`src/rtl/seq_scan_arbiter.sv`:
```
// Round-robin shared bit-serial pattern scanner: grants one byte per handshake to one of two
// requesters, shifts it MSB-first through a PAT_W-bit window and counts matches per requester.
module seq_scan_arbiter #(
    parameter int unsigned       PAT_W   = 4,
    parameter logic [PAT_W-1:0]  PAT_RST = 4'b1101,
    parameter int unsigned       CNT_W   = 8
) (
    input  logic             clk,
    input  logic             rst,
    input  logic             cfg_we,
    input  logic [PAT_W-1:0] cfg_pattern,
    input  logic             req0_valid,
    input  logic [7:0]       req0_data,
    input  logic             req1_valid,
    input  logic [7:0]       req1_data,
    output logic             req0_ready,
    output logic             req1_ready,
    output logic             busy,
    output logic             grant_id,
    output logic             match_pulse,
    output logic             match_id,
    output logic [CNT_W-1:0] match_cnt0,
    output logic [CNT_W-1:0] match_cnt1
);

    typedef enum logic [0:0] {StIdle, StShift} state_e;

    state_e           state_q;
    logic [7:0]       byte_q;
    logic [PAT_W-1:0] window_q;
    logic [PAT_W-1:0] pattern_q;
    logic [3:0]       bit_cnt_q;
    logic             last_grant_q;

    logic             winner;
    logic             grant_ok;
    logic [PAT_W-1:0] window_next;
    logic [3:0]       bits_next;
    logic             hit;

    always_comb begin
        winner   = 1'b0;
        grant_ok = 1'b0;
        // With both requesting, the one not served last time wins.
        if (req0_valid && req1_valid) begin
            winner = ~last_grant_q;
        end else begin
            winner = ~req0_valid;
        end
        grant_ok   = (state_q == StIdle) && !cfg_we && (req0_valid || req1_valid);
        req0_ready = grant_ok && !winner;
        req1_ready = grant_ok && winner;
    end

    always_comb begin
        window_next = {window_q[PAT_W-2:0], byte_q[7]};
        bits_next   = bit_cnt_q + 4'd1;
        // Only windows filled entirely from the current byte may match.
        hit         = (bits_next >= 4'(PAT_W)) && (window_next == pattern_q);
    end

    always_ff @(posedge clk) begin
        if (rst) begin
            state_q      <= StIdle;
            byte_q       <= '0;
            window_q     <= '0;
            pattern_q    <= PAT_RST;
            bit_cnt_q    <= '0;
            last_grant_q <= 1'b1;
            busy         <= 1'b0;
            grant_id     <= 1'b0;
            match_pulse  <= 1'b0;
            match_id     <= 1'b0;
            match_cnt0   <= '0;
            match_cnt1   <= '0;
        end else begin
            match_pulse <= 1'b0;
            case (state_q)
                StIdle: begin
                    if (cfg_we) begin
                        pattern_q <= cfg_pattern;
                    end else if (grant_ok) begin
                        byte_q       <= winner ? req1_data : req0_data;
                        grant_id     <= winner;
                        last_grant_q <= winner;
                        window_q     <= '0;
                        bit_cnt_q    <= '0;
                        busy         <= 1'b1;
                        state_q      <= StShift;
                    end
                end
                StShift: begin
                    byte_q    <= {byte_q[6:0], 1'b0};
                    window_q  <= window_next;
                    bit_cnt_q <= bits_next;
                    if (hit) begin
                        match_pulse <= 1'b1;
                        match_id    <= grant_id;
                        if (grant_id) begin
                            if (match_cnt1 != {CNT_W{1'b1}}) match_cnt1 <= match_cnt1 + CNT_W'(1);
                        end else begin
                            if (match_cnt0 != {CNT_W{1'b1}}) match_cnt0 <= match_cnt0 + CNT_W'(1);
                        end
                    end
                    if (bits_next == 4'd8) begin
                        busy    <= 1'b0;
                        state_q <= StIdle;
                    end
                end
                default: state_q <= StIdle;
            endcase
        end
    end

endmodule
```
`config.mk`:
```
export PLATFORM = sky130hd
export DESIGN_NAME = seq_scan_arbiter
export DESIGN_NICKNAME = d
export VERILOG_FILES = /design/src/rtl/seq_scan_arbiter.sv
export SDC_FILE = /design/constraint.sdc
export NUM_CORES = 1
export LEC_CHECK = 0
export CELL_PAD_IN_SITES_DETAIL_PLACEMENT = 1
export CELL_PAD_IN_SITES_GLOBAL_PLACEMENT = 1
export CORE_UTILIZATION = 32
export DETAILED_ROUTE_END_ITERATION = 12
export PLACE_DENSITY = 0.78
export SLEW_MARGIN = 20
export SYNTH_ARGS = -nofsm -noshare
export SYNTH_HDL_FRONTEND = slang
export SYNTH_SLANG_ARGS = --single-unit
```
`constraint.sdc`:
```
create_clock -name clk -period 1.9 [get_ports clk]
set_input_delay 0.38 -clock clk [delete_from_list [all_inputs] [get_ports clk]]
set_output_delay 0.38 -clock clk [all_outputs]
set_load 0.01 [all_outputs]
```
==> results of run 1 <==
-- cell families (layout without fill, tap and decap cells) --
| kind of cell | Yosys count | in the layout | share of synthesized area, % |
|---|---|---|---|
| XOR/XNOR | 5 | 5 | 2.268 |
| flip-flops | 41 | 41 | 42.51 |
| buffers and inverters | 20 | 85 | 4.277 |
| AND/OR/NAND/NOR | 88 | 89 | 25.08 |
| adder cells (fa/ha/maj) | 3 | 3 | 1.944 |
| multiplexers | 3 | 3 | 1.555 |
| AO/OA/AOI/OAI | 66 | 66 | 22.36 |
-- power by group --
part	internal, mW	switching, mW	leakage, nW
clock	0.255	0.305	0.0450
sequential	0.888	0.0286	0.335
combinational	0.130	0.112	0.577
-- path summary, 6_finish.rpt --
check                                               start                    endpoint  slack (ns)  cells past startpoint
worst max-delay path            bit_cnt_q[0]$_SDFFE_PP0P_  match_cnt0[4]$_SDFFE_PP0P_       -0.02                      6
worst min-delay path               byte_q[4]$_SDFFE_PP0P_      byte_q[5]$_SDFFE_PP0P_        0.48                      2
worst max register to register  bit_cnt_q[0]$_SDFFE_PP0P_  match_cnt0[4]$_SDFFE_PP0P_       -0.02                      6
worst min register to register     byte_q[4]$_SDFFE_PP0P_      byte_q[5]$_SDFFE_PP0P_        0.48                      2
-- worst max-delay path: stages, from the launching register on --
cell and delay, ns:
sky130_fd_sc_hd__dfxtp_4 0.38, sky130_fd_sc_hd__ha_4 0.15, sky130_fd_sc_hd__or3_4 0.12, sky130_fd_sc_hd__nand4_4 0.10
sky130_fd_sc_hd__or3_4 0.44, sky130_fd_sc_hd__or4_4 0.50, sky130_fd_sc_hd__a21oi_2 0.16
-- layout by cell type, fill, tap and decap left out, types with 3 or more instances in the layout --
cell and instances:
sky130_fd_sc_hd__a22oi_1 7, sky130_fd_sc_hd__o31ai_1 7, sky130_fd_sc_hd__a21oi_2 4, sky130_fd_sc_hd__nand2_1 22, sky130_fd_sc_hd__clkdlybuf4s50_1 44, sky130_fd_sc_hd__buf_4 24, sky130_fd_sc_hd__nand3_1 11, sky130_fd_sc_hd__or3_4 3
sky130_fd_sc_hd__inv_1 7, sky130_fd_sc_hd__xnor2_1 4, sky130_fd_sc_hd__or4_4 4, sky130_fd_sc_hd__dfxtp_1 39, sky130_fd_sc_hd__a21o_1 4, sky130_fd_sc_hd__a211o_1 4, sky130_fd_sc_hd__nor2b_1 7, sky130_fd_sc_hd__a31oi_1 7
sky130_fd_sc_hd__nand3b_1 12, sky130_fd_sc_hd__o21ai_0 6, sky130_fd_sc_hd__a21oi_1 18, sky130_fd_sc_hd__mux2i_1 3, sky130_fd_sc_hd__clkbuf_8 5, sky130_fd_sc_hd__nor2_1 13, sky130_fd_sc_hd__nor3_1 3, sky130_fd_sc_hd__and3_1 3
-- layer usage --
metal,global-route usage (%),wire [microns]
met5,0,0
met4,8.000,103
met2,30.60,2600
met3,4.114,221
met1,21.02,2360
-- per-stage QoR --
step                      hold WS, ns  utilization, %  instance area [sq um]  setup TNS, ns
after global placement         0.4669           45.59                   2587        -0.5004
after CTS                      0.4795           47.88                   2718              0
after detailed placement       0.4674           45.59                   2587        -0.7933
after floorplan                0.4547               -                   1951              0
after global routing           0.5041           48.94                   2778        -0.3064
final                          0.4835           48.94                   2778       -0.01822
-- registers in the layout, indices dropped and copies added (netlist names) --
signal        count
byte_q            8
match_cnt0        8
match_cnt1        8
bit_cnt_q         4
pattern_q         4
window_q          3
busy              1
grant_id          1
last_grant_q      1
match_id          1
match_pulse       1
state_q           1
-- repair_timing --
action	CTS	global route
endpoints found under the setup margin	9	12
cloned	1	0
resized for setup	8	14
setup buffers	2	3
pin swaps	2	12
-- final cells by class --
class	count	share of cell area, %
Multi-Input combinational cell	166	40.32
Clock inverter	2	0.3604
Clock buffer	6	2.613
Timing Repair Buffer	70	22.70
Tap cell	72	3.243
Sequential cell	41	29.82
Inverter	7	0.9459
==> qor_table.md, run 1 <==
| Result | Value | Unit |
|:---|:---|:---|
| Headroom to the max-slew limit | 71.10 | % |
| Vias after detailed routing | 1941 | - |
| Growth of design area from synthesis to finish | 43.88 | % |
| Global route overflow | 0 | - |
| CP max FO | 6 | - |
| Violation count after the first detailed-route iteration | 79 | - |
| Final Non-Filler Cells | 364 | - |
| CTS tree | built | - |
| Cell accounting for the most synthesized area | sky130_fd_sc_hd__dfxtp_1 | - |
| Clock tree root driver cell | sky130_fd_sc_hd__clkbuf_8 | - |
| Flops & latches, synth | 41 | - |
| Vias per Instance | 5.332 | - |
| Core box area | 0.005675 | sq mm |
| Aggregate routed wire length | 5286 | microns |
| CTS HTree Levels | 2 | - |
| # IOs | 47 | - |
| Flip-flop cell with the highest count after synthesis | sky130_fd_sc_hd__dfxtp_1 | - |
| Kind of end point of the critical path | flip-flop | - |
| Later-pin clock latency in the skew report | 0.30 | ns |
| Number of I/O port buffers | 46 | - |
| Drt drc | 0 | - |
| Overall power consumption | 1.718 | mW |
| Quantity of hold-fixing buffers added after cts | 0 | - |
| Slew @ Worst Pin | 0.4289 | ns |
| Total routing resource utilization after global routing | 17.86 | % |
| Die width | 79.68 | microns |
| Filler cells | 676 | - |
| Gpl congestion | 0.7187 | - |
| Worst vdd rail ir drop | 332.7 | uV |
| Antenna violations before repair | 0 | - |
| Proportion of synthesized flip-flops having asynchronous set or reset | 0 | % |
| Initial Utilization | 34.02 | % |
| Number of antenna diodes | 0 | - |
| Die outline area | 0.006348 | sq mm |
| Startpoint-to-endpoint class of the critical path | reg -> reg | - |
| Most frequent cells after synthesis | sky130_fd_sc_hd__dfxtp_1, sky130_fd_sc_hd__a21oi_1, sky130_fd_sc_hd__nand2_1 | - |
| Violations in the final reports | negative setup slack | - |
| Wire length of the first global-routing pass | 8825 | microns |
| Fin Clk Skew | 0.01057 | ns |
| Fraction of final layout cells sized beyond drive strength 1 | 18.84 | % |
| Share of Yosys cell area claimed by the top area cell type | 42.51 | % |
| DPL Wire Length | 3707 | microns |
| Synth warn | 0 | - |
| Maximum buffer depth of the clock tree | 2 | - |
| Post-DRT Antenna Nets | 0 | - |
| Run status | complete, but fails checks | - |
| Area occupied by multi-input gates | 0.001120 | sq mm |
| Most repeated cell in the gate-level netlist after synthesis | sky130_fd_sc_hd__dfxtp_1 | - |
| Syn nets | 254 | - |
| Crit share post-route | 101.0 | % |
| First-pass detailed-route iteration total | 4 | - |
| Synth Instances | 226 | - |
| Avg Synthesized Cell Area | 8.542 | sq um |
| Max-capacitance violation count | 0 | - |
| Unrepaired setup endpoints after global routing | true | - |
| Max Fclk | 0.5213 | GHz |
| Number of clock sinks seen by CTS | 41 | - |
| Cell Count Post-Placement | 350 | - |
| Drt wl/cell | 14.52 | microns |
| Chip height | 79.68 | microns |
| Storage element area | 828.3 | sq um |
| Final hold viol count | 0 | - |
| Required time at the worst-slack endpoint | 2.13 | ns |
| Count of flip-flops with a built-in enable after synthesis | 0 | - |
| Leak | 0.9571 | nW |
| Via count of the first global-routing pass | 1936 | - |
| Data arrival time of the critical path | 2.15 | ns |
| Fin nets | 319 | - |
| Pre-CTS setup slack | -0.3127 | ns |
| Synth area leaders | sky130_fd_sc_hd__dfxtp_1, sky130_fd_sc_hd__a21oi_1, sky130_fd_sc_hd__nand3b_1 | - |
| CTS buffer count | 5 | - |
| Path class of the lowest-slack min-delay path | reg -> reg | - |
| Min cycle time layout | 1.918 | ns |
| Count of endpoints failing setup in the final report | 1 | - |
| CTS clock-pin slew for the worst setup and hold paths | 0.08 | ns |
| Power density relative to cell area | 618.6 | mW/mm^2 |
| Number of distinct library cell variants in the gate-level netlist after synthesis | 36 | - |
| Post-route setup slack | -0.01822 | ns |
| Maximum number of pins on one net before global-route repair | 22 | - |
| Element type at the critical path start | flip-flop | - |
| Netlist area before placement | 0.001931 | sq mm |
| Post-synthesis sequential area ratio | 42.51 | % |
| Number of cell rows | 27 | - |
| Pins Over Slew Limit | 0 | - |
Note: power is estimated with default switching activity, not from simulation.
==> run 2, diff against run 1 <==
--- a/config.mk
+++ b/config.mk
@@ -8,6 +8,7 @@
 export CELL_PAD_IN_SITES_DETAIL_PLACEMENT = 1
 export CELL_PAD_IN_SITES_GLOBAL_PLACEMENT = 1
 export CORE_UTILIZATION = 32
+export CTS_CLUSTER_DIAMETER = 100
 export DETAILED_ROUTE_END_ITERATION = 12
 export PLACE_DENSITY = 0.78
 export SLEW_MARGIN = 20
==> results of run 2 <==
No change in the layout: final DEF, timing and power equal those of run 1.
==> run 3, diff against run 2 <==
--- a/config.mk
+++ b/config.mk
@@ -11,7 +11,7 @@
 export CTS_CLUSTER_DIAMETER = 100
 export DETAILED_ROUTE_END_ITERATION = 12
 export PLACE_DENSITY = 0.78
-export SLEW_MARGIN = 20
+export SLEW_MARGIN = 10
 export SYNTH_ARGS = -nofsm -noshare
 export SYNTH_HDL_FRONTEND = slang
 export SYNTH_SLANG_ARGS = --single-unit
==> results of run 3 <==
No change in the layout: final DEF, timing and power equal those of run 1.
